### src/rtl/alu_ctrl_pkg.sv
`default_nettype none
// ==========================================================================
// alu_ctrl_pkg : shared encodings for the RV32I ALU sequencer
// Rev 1.0
// ==========================================================================
package alu_ctrl_pkg;

  typedef enum logic [2:0] {
    ST_IDLE   = 3'd0,
    ST_FETCH  = 3'd1,
    ST_DECODE = 3'd2,
    ST_EXEC   = 3'd3,
    ST_WB     = 3'd4,
    ST_TRAP   = 3'd5
  } state_e;

  typedef enum logic [1:0] {
    CAUSE_NONE    = 2'd0,
    CAUSE_ILLEGAL = 2'd1,
    CAUSE_TIMEOUT = 2'd2
  } cause_e;

  localparam logic [6:0] OP_IMM      = 7'b0010011;
  localparam logic [6:0] OP_REG      = 7'b0110011;
  localparam logic [6:0] FUNCT7_BASE = 7'h00;
  localparam logic [6:0] FUNCT7_ALT  = 7'h20;

  typedef struct packed {
    logic [6:0] funct7;
    logic [4:0] rs2;
    logic [4:0] rs1;
    logic [2:0] funct3;
    logic [4:0] rd;
    logic [6:0] opcode;
  } insn_t;

endpackage
`default_nettype wire

### src/rtl/alu_insn_legal.sv
`default_nettype none
// ==========================================================================
// alu_insn_legal : flags instruction words the ALU path can execute
// Rev 1.0
// ==========================================================================
module alu_insn_legal
  import alu_ctrl_pkg::*;
(
  input  logic [31:0] ir,
  output logic        legal
);

  logic [6:0] opcode;
  logic [2:0] funct3;
  logic [6:0] funct7;
  logic       unused_fields;

  assign opcode        = ir[6:0];
  assign funct3        = ir[14:12];
  assign funct7        = ir[31:25];
  assign unused_fields = ^{ir[24:15], ir[11:7]};

  always_comb begin
    legal = 1'b0;
    case (opcode)
      OP_IMM: begin
        // Immediate shifts reuse imm[11:5] as a funct7-like field.
        case (funct3)
          3'b001:  legal = (funct7 == FUNCT7_BASE);
          3'b101:  legal = (funct7 == FUNCT7_BASE) || (funct7 == FUNCT7_ALT);
          default: legal = 1'b1;
        endcase
      end
      OP_REG: begin
        if (funct7 == FUNCT7_BASE) begin
          legal = 1'b1;
        end else if (funct7 == FUNCT7_ALT) begin
          legal = (funct3 == 3'b000) || (funct3 == 3'b101);
        end
      end
      default: legal = 1'b0;
    endcase
  end

endmodule
`default_nettype wire

### src/rtl/alu_seq_ctrl.sv
`default_nettype none
// ==========================================================================
// alu_seq_ctrl : fetch/decode/execute/writeback sequencer for an RV32I ALU
// Rev 1.0
// ==========================================================================
module alu_seq_ctrl
  import alu_ctrl_pkg::*;
#(
  parameter logic [31:0] RESET_PC      = 32'h0000_0000,
  parameter int unsigned FETCH_TIMEOUT = 255
) (
  input  logic        clk,
  input  logic        reset,
  input  logic        halt,
  output logic        imem_req,
  output logic [31:0] imem_addr,
  input  logic        imem_ack,
  input  logic [31:0] imem_rdata,
  output logic [4:0]  rs1_addr,
  output logic [4:0]  rs2_addr,
  output logic [6:0]  alu_opcode,
  output logic [2:0]  alu_funct3,
  output logic [6:0]  alu_funct7,
  output logic [11:0] alu_imm,
  output logic [4:0]  alu_shamt,
  input  logic [31:0] alu_result,
  output logic        rf_we,
  output logic [4:0]  rf_waddr,
  output logic [31:0] rf_wdata,
  output logic        busy,
  output logic        illegal,
  output logic [1:0]  trap_cause,
  output logic [31:0] pc,
  output logic [31:0] retired
);

  // Value tcnt holds on the last tolerated non-ack cycle.
  localparam logic [7:0] TCNT_LAST = 8'(FETCH_TIMEOUT - 1);

  state_e      state_q, state_d;
  cause_e      cause_q, cause_d;
  logic [31:0] pc_q, pc_d;
  logic [31:0] ir_q, ir_d;
  logic [31:0] retired_q, retired_d;
  logic [31:0] result_q, result_d;
  logic [7:0]  tcnt_q, tcnt_d;
  logic        insn_legal;
  insn_t       fld;

  assign fld = insn_t'(ir_q);

  alu_insn_legal u_legal (
    .ir    (ir_q),
    .legal (insn_legal)
  );

  always_ff @(posedge clk) begin
    if (reset) begin
      state_q   <= ST_IDLE;
      cause_q   <= CAUSE_NONE;
      pc_q      <= RESET_PC;
      ir_q      <= 32'd0;
      retired_q <= 32'd0;
      result_q  <= 32'd0;
      tcnt_q    <= 8'd0;
    end else begin
      state_q   <= state_d;
      cause_q   <= cause_d;
      pc_q      <= pc_d;
      ir_q      <= ir_d;
      retired_q <= retired_d;
      result_q  <= result_d;
      tcnt_q    <= tcnt_d;
    end
  end

  always_comb begin
    state_d   = state_q;
    cause_d   = cause_q;
    pc_d      = pc_q;
    ir_d      = ir_q;
    retired_d = retired_q;
    result_d  = result_q;
    tcnt_d    = tcnt_q;
    imem_req  = 1'b0;
    rf_we     = 1'b0;
    busy      = 1'b1;
    illegal   = 1'b0;

    case (state_q)
      ST_IDLE: begin
        busy = 1'b0;
        if (!halt) begin
          state_d = ST_FETCH;
          tcnt_d  = 8'd0;
        end
      end
      ST_FETCH: begin
        imem_req = 1'b1;
        if (imem_ack) begin
          ir_d    = imem_rdata;
          state_d = ST_DECODE;
        end else begin
          tcnt_d = tcnt_q + 8'd1;
          if (tcnt_q == TCNT_LAST) begin
            state_d = ST_TRAP;
            cause_d = CAUSE_TIMEOUT;
          end
        end
      end
      ST_DECODE: begin
        if (insn_legal) begin
          state_d = ST_EXEC;
        end else begin
          state_d = ST_TRAP;
          cause_d = CAUSE_ILLEGAL;
        end
      end
      ST_EXEC: begin
        result_d = alu_result;
        state_d  = ST_WB;
      end
      ST_WB: begin
        rf_we     = (fld.rd != 5'd0);
        pc_d      = pc_q + 32'd4;
        retired_d = retired_q + 32'd1;
        tcnt_d    = 8'd0;
        state_d   = halt ? ST_IDLE : ST_FETCH;
      end
      ST_TRAP: begin
        illegal = 1'b1;
      end
      default: begin
        state_d = ST_IDLE;
      end
    endcase
  end

  assign imem_addr  = pc_q;
  assign rs1_addr   = fld.rs1;
  assign rs2_addr   = fld.rs2;
  assign alu_opcode = fld.opcode;
  assign alu_funct3 = fld.funct3;
  assign alu_funct7 = fld.funct7;
  assign alu_imm    = ir_q[31:20];
  assign alu_shamt  = ir_q[24:20];
  assign rf_waddr   = fld.rd;
  assign rf_wdata   = result_q;
  assign trap_cause = cause_q;
  assign pc         = pc_q;
  assign retired    = retired_q;

endmodule
`default_nettype wire

### config.mk
export PLATFORM = sky130hd
export DESIGN_NAME = alu_seq_ctrl
export DESIGN_NICKNAME = d
export VERILOG_FILES = /design/src/rtl/alu_ctrl_pkg.sv /design/src/rtl/alu_insn_legal.sv /design/src/rtl/alu_seq_ctrl.sv
export SDC_FILE = /design/constraint.sdc
export NUM_CORES = 1
export LEC_CHECK = 0
export ABC_AREA = 1
export CORE_MARGIN = 2
export CORE_UTILIZATION = 47
export CTS_BUF_LIST = sky130_fd_sc_hd__clkbuf_2
export CTS_CLUSTER_DIAMETER = 30
export DETAILED_ROUTE_END_ITERATION = 10
export PLACE_DENSITY_LB_ADDON = 0.08
export SLEW_MARGIN = 40
export SYNTH_ARGS = -nofsm -noshare
export SYNTH_HDL_FRONTEND = slang
export SYNTH_SLANG_ARGS = --single-unit
### constraint.sdc
create_clock -name clk -period 1.92 [get_ports clk]
set_input_delay 0.288 -clock clk [delete_from_list [all_inputs] [get_ports clk]]
set_output_delay 0.288 -clock clk [all_outputs]
set_load 0.03 [all_outputs]
==> summary.txt, run 1 <==
Status
  • Status: finished with violations
  • Failing checks: design-rule violations, negative setup slack

Logic synthesis
  • Syn Area/Cell: 6.765 sq um
  • FF+latch count, synth: 139
  • Synth Cell Area: 6968 sq um
  • Ys async rst share: 0%
  • Yosys top cell area share: 39.94%
  • Synth top area cells: dfxtp_1 40%, nand2_1 14%, nor2_1 9.9%, buf_4 5.5%, a21oi_1 5.2%
  • Sequential fraction of the synthesis area: 39.94%
  • Cell taking the most area after synthesis: dfxtp_1
  • Top_reg_cell synth: dfxtp_1
  • Post-synthesis cell type count: 44
  • Synth Instances: 1,030
  • Number of synthesis warnings: 0
  • Post-synth EDFFs: 0

Global routing
  • Gr ovfl total: 0
  • First-pass GRT wire length: 31,130 microns
  • Initial antenna violation count: 0
  • Largest net degree at the start of global routing: 61
  • Vias in the first global route: 6,431
  • GRT Overall Usage: 23.81%

Floorplanning
  • I/O pin total: 251
  • Chip Height: 125.8 microns
  • Die W: 125.8 microns
  • Std-Cell Rows: 44
  • Die Area: 15,820 sq um
  • Starting Density: 47.94%
  • Core area: 14,530 sq um

Worst setup path
  • Worst EP required: 1630 ps
  • Cell Chain, Critical Path: buf_6 -> nor2_4 -> nand2_4 -> clkinv_8 -> o21ai_2 -> inv_2 -> buf_6
  • Slowest Stage Delay on Critical Path: 410 ps
  • Nature of the critical path startpoint: flip-flop
  • Critical Path AT: 1660 ps
  • Crit Path Class: reg -> out
  • Worst Path Max Fanout: 3
  • Highest-delay cell along the critical path: dfxtp_4
  • Worst setup EP type: primary output
  • CP dominant cell by count: buf_6

Clock network
  • Root Driver: clkbuf_2
  • Clock insertion delay at the later pin of the skew report: 700 ps
  • Sink Count: 139
  • Htree depth: 4
  • Worst-path clk slew: 210 ps
  • CTS tree: yes
  • TritonCTS Buffers: 17
  • Clock tree buffer depth: 2

Cells and area
  • Proportion of layout cells with a drive suffix above 1: 16.92%
  • Final Non-Filler Cells: 1,443
  • Syn-to-layout area delta: 37.33%
  • Fill count: 1,330
  • Nets: 1,318
  • Antenna diodes: 0
  • Final Instance Area: 9569 sq um

Routing
  • DRC Markers: 2
  • Vias per Instance: 4.963
  • DRT antenna net count: 0
  • First-pass iteration count of the detailed router: 8
  • Final wirelength: 19,110 microns
  • Total number of vias: 7,161
  • WL per Instance: 13.24 microns
  • Number of DRC markers in iteration 0: 526

Timing
  • Slew margin rel.: 55.97%
  • Worst Tran Pin Value: 660.4 ps
  • RSZ-0062 raised after global routing: yes
  • Fmax: 512.5 MHz
  • Hold_ws: 138.8 ps
  • Final Hold Viols: 0
  • Final setup margin: -31.06 ps
  • Final Max Tran Viols: 0
  • Min Clock Period, post-route: 1951 ps
  • Crit share post-route: 101.6%
  • Final setup violation count: 2
  • Clock Skews: 27.86 ps

Placed design
  • Placed insts: 1,395
  • Cell area after placement: 9296 sq um
  • I/O Buffers: 246
  • GP Congestion: 0.8610
  • HPWL after DPL: 13,460 microns

Run
  • Max cap viols: 0

Hold path
  • Hold Crit Class: in -> reg

Pwr
  • Leakage: 4.082 nW
  • Peak VDD IR: 0.6352 mV
  • Pwr dens: 603.9 nW/um^2
==> routing by layer <==
metal | global-route usage, % | vias up | wire, microns
met1 | 30.97 | 3234 | 8604
met2 | 38.03 | 258 | 8700
met4 | 7.822 | 0 | 280
met3 | 7.179 | 22 | 1523
li1 | - | 3647 | -
met5 | 0 | - | 0
==> worst paths after layout <==
| check | depth (start not counted) | endpoint | startpoint | slack (ps) |
|---|---|---|---|---|
| worst max-delay path | 7 | rf_we | state_q[0] | -30 |
| worst min-delay path | 3 | rf_wdata[25] | alu_result[25] | 140 |
| worst max register to register | 10 | imem_addr[25] | state_q[0] | 170 |
| worst min register to register | 2 | trap_cause[0] | trap_cause[0] | 470 |
==> logic make-up after synthesis <==
family,count (synthesis),share of synthesized area [%]
simple gates,551,34.48
buf+inv,180,12.77
compound gates,145,10.79
flops,139,39.94
xor+xnor,10,1.257
fa+ha+maj,4,0.7183
other cells,1,0.05382
==> sequential cells by signal, indices dropped and copies added (netlist names) <==
| name | count |
|---|---|
| trap_cause | 2 |
| tcnt_q | 8 |
| rf_wdata | 32 |
| state_q | 3 |
| fld | 32 |
| retired | 32 |
| imem_addr | 30 |
==> what timing repair did <==
item,4_1_cts,5_1_grt
gates cloned,1,0
setup endpoints to repair,179,98
buffers inserted,10,4
pin swaps,3,3
endpoints found under the hold margin,16,0
hold buffers,1,0
gates resized for setup,343,104
==> layout by cell type, fill, tap and decap left out, drive strengths merged, types with 2 or more instances in the layout <==
cell type	netlist	layout
clkbuf	23	54
ha	4	4
nand3	59	59
nand3b	9	9
clkdlybuf4s50	0	66
inv	93	96
nor3b	4	4
clkinvlp	0	2
buf	62	38
xor2	7	7
and3	2	2
nor3	15	15
dlygate4sd2	0	53
clkdlybuf4s15	0	84
clkinv	2	10
xnor2	3	3
nor2	194	194
nand4	10	10
conb	1	4
dfxtp	139	139
o21bai	3	3
nand2	256	256
a21oi	72	72
o21ai	64	64
==> synth_stat cells, types with 3 or more instances <==
master    count
a21oi_1      72
o21ai_0      62
xor2_1        7
nor2_2        3
buf_4        51
nand2_1     252
nor2_1      184
dfxtp_1     139
inv_1        92
nand3_1      58
nor3_1       12
clkbuf_1     23
ha_1          4
o21bai_1      3
nor2_4        6
buf_2         8
nand4_1       7
nor3b_1       4
nand3b_1      9
xnor2_1       3
==> critical path, delay by kind of cell (launching register included) <==
family	cells	cell delay (ps)
flops	1	410
simple gates	2	160
compound gates	1	50
buf+inv	4	360
==> power by group <==
group / switching, mW / leakage, nW / internal, mW / total (mW)
Sequential: 0.0765 / 1.13 / 2.99 / 3.06
Combinational: 0.674 / 2.82 / 0.494 / 1.17
Clock: 1.10 / 0.126 / 0.451 / 1.55
==> area by class of cell <==
| cell class | instances | area [sq um] | area share [%] |
|---|---|---|---|
| Clock inverter | 14 | 103.9 | 1.085 |
| Tap cell | 184 | 230.2 | 2.406 |
| Timing Repair Buffer | 279 | 2623 | 27.41 |
| Sequential cell | 139 | 2814 | 29.41 |
| Clock buffer | 18 | 90.09 | 0.9414 |
| Multi-Input combinational cell | 714 | 3334 | 34.85 |
| Inverter | 95 | 374.1 | 3.910 |
==> per-stage QoR <==
stage / worst slack, ps / utilization, % / TNS (ps) / power, mW
floorplan: 50.70 / - / 0 / 3.765
finish: -31.06 / 65.84 / -46.79 / 5.779
CTS: -170.1 / 66.32 / -488.3 / 5.810
detailed placement: 123.2 / 63.96 / 0 / 4.222
global placement: 191.5 / 63.96 / 0 / 4.214
global route: -170.3 / 65.84 / -506.8 / 6.065
(Power assumes the default switching activity.)
==> run 2, diff against run 1 <==
--- a/config.mk
+++ b/config.mk
@@ -12,6 +12,7 @@
 export CTS_CLUSTER_DIAMETER = 30
 export DETAILED_ROUTE_END_ITERATION = 10
 export PLACE_DENSITY_LB_ADDON = 0.08
+export REMOVE_ABC_BUFFERS = 1
 export SLEW_MARGIN = 40
 export SYNTH_ARGS = -nofsm -noshare
 export SYNTH_HDL_FRONTEND = slang
==> run 2 against run 1 <==
The run ends with negative setup slack left; maximum frequency fell by 2.5%; largest cell class unchanged; count of clock-buffer cells in the layout increased by 1; via count shrank 0.66%; clock skew rose by 7.2 ps; total power down 0.70%.
==> summary.txt, run 2 (synthesis results as in run 1) <==
Placed design
  • GP Congestion: 0.8659 (was 0.8610)
  • HPWL after DPL: 14,260 microns (was 13,460 microns)
  • I/O Buffers: 246 (unchanged)

Clock network
  • Worst-path clk slew: 210 ps (about the same)
  • CTS tree: yes (unchanged)
  • TritonCTS Buffers: 17 (unchanged)
  • Sink Count: 139 (unchanged)
  • Root Driver: clkbuf_2 (unchanged)
  • Clock tree buffer depth: 2 (unchanged)
  • Htree depth: 4 (unchanged)
  • Clock insertion delay at the later pin of the skew report: 710 ps (was 700 ps)

Hold path
  • Min-Delay Endpoint: fld[15] (was rf_wdata[25])
  • Hold Path Origin: imem_rdata[15] (was alu_result[25])
  • Hold Crit Class: in -> reg (unchanged)
  • Hold depth: 3 (unchanged)

Worst setup path
  • Nature of the critical path startpoint: flip-flop (unchanged)
  • Crit Path Class: reg -> out (unchanged)
  • FF-to-FF setup slack: 110 ps (was 170 ps)
  • Reg-to-Reg Start: state_q[1] (was state_q[0])
  • Worst reg2reg path depth: 12 (was 10)
  • Worst flop-to-flop path endpoint: retired[19] (was imem_addr[25])
  • Worst Path Max Fanout: 3 (unchanged)
  • Worst EP required: 1630 ps (about the same)
  • Worst setup EP type: primary output (unchanged)
  • Critical Path AT: 1710 ps (was 1660 ps)

Timing
  • Worst Tran Pin Value: 703.7 ps (was 660.4 ps)
  • RSZ-0062 raised after global routing: yes (unchanged)
  • Final Hold Viols: 0 (unchanged)
  • Final Max Tran Viols: 0 (unchanged)
  • Slew margin rel.: 53.09% (was 55.97%)
  • Final setup violation count: 2 (unchanged)
  • Final setup margin: -81.86 ps (was -31.06 ps)
  • Crit share post-route: 104.3% (was 101.6%)
  • Clock Skews: 35.03 ps (was 27.86 ps)
  • Fmax: 499.5 MHz (was 512.5 MHz)
  • Hold_ws: 122.3 ps (was 138.8 ps)
  • Min Clock Period, post-route: 2002 ps (was 1951 ps)

Routing
  • Vias per Instance: 4.933 (was 4.963)
  • Routed met1 length: 8375 microns (was 8604 microns)
  • First-pass iteration count of the detailed router: 5 (was 8)
  • Wire length on met2: 9343 microns (was 8700 microns)
  • Total number of vias: 7,114 (was 7,161)
  • Top Layer Used: met4 (unchanged)
  • Final wirelength: 19,680 microns (was 19,110 microns)
  • WL per Instance: 13.65 microns (was 13.24 microns)
  • DRT antenna net count: 0 (unchanged)
  • Number of DRC markers in iteration 0: 378 (was 526)
  • Metal3 WL: 1671 microns (was 1523 microns)
  • DRC Markers: 0 (was 2)

Floorplanning
  • Chip Height: 125.8 microns (unchanged)
  • Die W: 125.8 microns (unchanged)
  • Std-Cell Rows: 44 (unchanged)
  • Core area: 14,530 sq um (unchanged)
  • Starting Density: 47.94% (unchanged)
  • I/O pin total: 251 (unchanged)
  • Die Area: 15,820 sq um (unchanged)

Cells and area
  • Fin util: 63.63% (was 65.84%)
  • Fill count: 1,385 (was 1,330)
  • Commonest cells after routing, fill and taps aside: 252 x nand2_1, 183 x nor2_1, 118 x dfxtp_1 (was 252 x nand2_1, 184 x nor2_1, 120 x dfxtp_1)
  • Nets: 1,317 (was 1,318)
  • Syn-to-layout area delta: 32.72% (was 37.33%)
  • Most common cell after layout, fill and taps aside: nand2_1 (unchanged)
  • Proportion of layout cells with a drive suffix above 1: 19.73% (was 16.92%)

Global routing
  • Gr ovfl total: 0 (unchanged)
  • Vias in the first global route: 6,557 (was 6,431)
  • Initial antenna violation count: 1 (was 0)
  • First-pass GRT wire length: 32,060 microns (was 31,130 microns)
  • Largest net degree at the start of global routing: 61 (unchanged)
  • GRT Overall Usage: 24.73% (was 23.81%)

Status
  • Status: finished with violations (unchanged)
  • Failing checks: negative setup slack (was design-rule violations, negative setup slack)

Pwr
  • Peak VDD IR: 0.5132 mV (was 0.6352 mV)
  • Leakage: 4.024 nW (was 4.082 nW)
  • Pwr dens: 620.5 nW/um^2 (was 603.9 nW/um^2)
  • Total power draw: 5.739 mW (was 5.779 mW)

Run
  • Max cap viols: 0 (unchanged)
run 2: changes by cell type in the layout (fill, tap and decap cells not counted), sizes merged:
cell           delta
buf               -2
clkdlybuf4s18     +1
clkinv            -1
bufbuf            -1
clkbuf           +63
diode             +1
clkinvlp          +1
dlygate4sd2      -24
clkdlybuf4s15    -37
inv               -2
run 2: cell type report:
cell class	count	area [sq um]	share of cell area, %
multi-input cells	714	3367	36.41
diodes	1	2.502	0.02706
flip-flops and latches	139	2819	30.48
clock inverters	12	102.6	1.109
clock buffers	19	95.09	1.028
inverters	95	376.6	4.073
repair buffers	278	2255	24.38
well taps	184	230.2	2.490
run 2: per-stage QoR:
step | TNS, ps | worst slack [ps] | instance area (sq um) | instances
6_report | -121.4 | -81.86 | 9248 | 1442
5_1_grt | -889.6 | -243.6 | 9248 | 1442
4_1_cts | -391.0 | -190.5 | 9557 | 1441
3_5_place_dp | 0 | 138.5 | 9319 | 1398
3_3_place_gp | 0 | 155.4 | 9319 | 1398
2_1_floorplan | -23140 | -650.7 | 6451 | 948
run 2: how the worst max path moves through the flow:
stage	start	to	slack [ps]	depth (start not counted)
after global routing	state_q[1]	rf_we	-240	7
after global placement	imem_ack	tcnt_q[4]	160	9
after floorplan	state_q[2]	fld[10]	-650	4
final	state_q[1]	rf_we	-80	7
after detailed placement	imem_ack	tcnt_q[4]	140	9
after CTS	state_q[1]	busy	-190	4
run 2: power breakdown:
group	switching, mW	internal (mW)	total, mW	leakage (nW)
clock network	1.10	0.459	1.56	0.123
logic	0.674	0.430	1.10	2.77
registers	0.0833	2.99	3.07	1.14
total	1.86	3.88	5.74	4.02
run 2: metal layers:
layer	vias to the layer above	GRT usage (%)
met5	-	0
met4	0	6.206
met3	25	9.048
met2	238	41.88
met1	3212	29.95
li1	3639	-
run 2: critical path, stage by stage, from the launching register on:
cell and delay [ps]:
dfxtp_4 400, buf_6 130, nor2_4 110, nand2_4 80, clkinv_8 60, o21ai_4 40
inv_2 60, buf_6 120
run 2: timing repair:
item / 4_1_cts / 5_1_grt
pin swaps: 4 / 3
setup endpoints to repair: 179 / 157
resized for setup: 284 / 218
hold endpoints to repair: 6 / 0
setup buffers: 11 / 0
hold buffers: 1 / 0
==> run 3, diff against run 2 <==
--- a/config.mk
+++ b/config.mk
@@ -6,10 +6,12 @@
 export NUM_CORES = 1
 export LEC_CHECK = 0
 export ABC_AREA = 1
+export CAP_MARGIN = 30
 export CORE_MARGIN = 2
 export CORE_UTILIZATION = 47
 export CTS_BUF_LIST = sky130_fd_sc_hd__clkbuf_2
 export CTS_CLUSTER_DIAMETER = 30
+export CTS_CLUSTER_SIZE = 30
 export DETAILED_ROUTE_END_ITERATION = 10
 export PLACE_DENSITY_LB_ADDON = 0.08
 export REMOVE_ABC_BUFFERS = 1
==> results of run 3 <==
Final layout, timing and power as in run 2 (identical DEF).
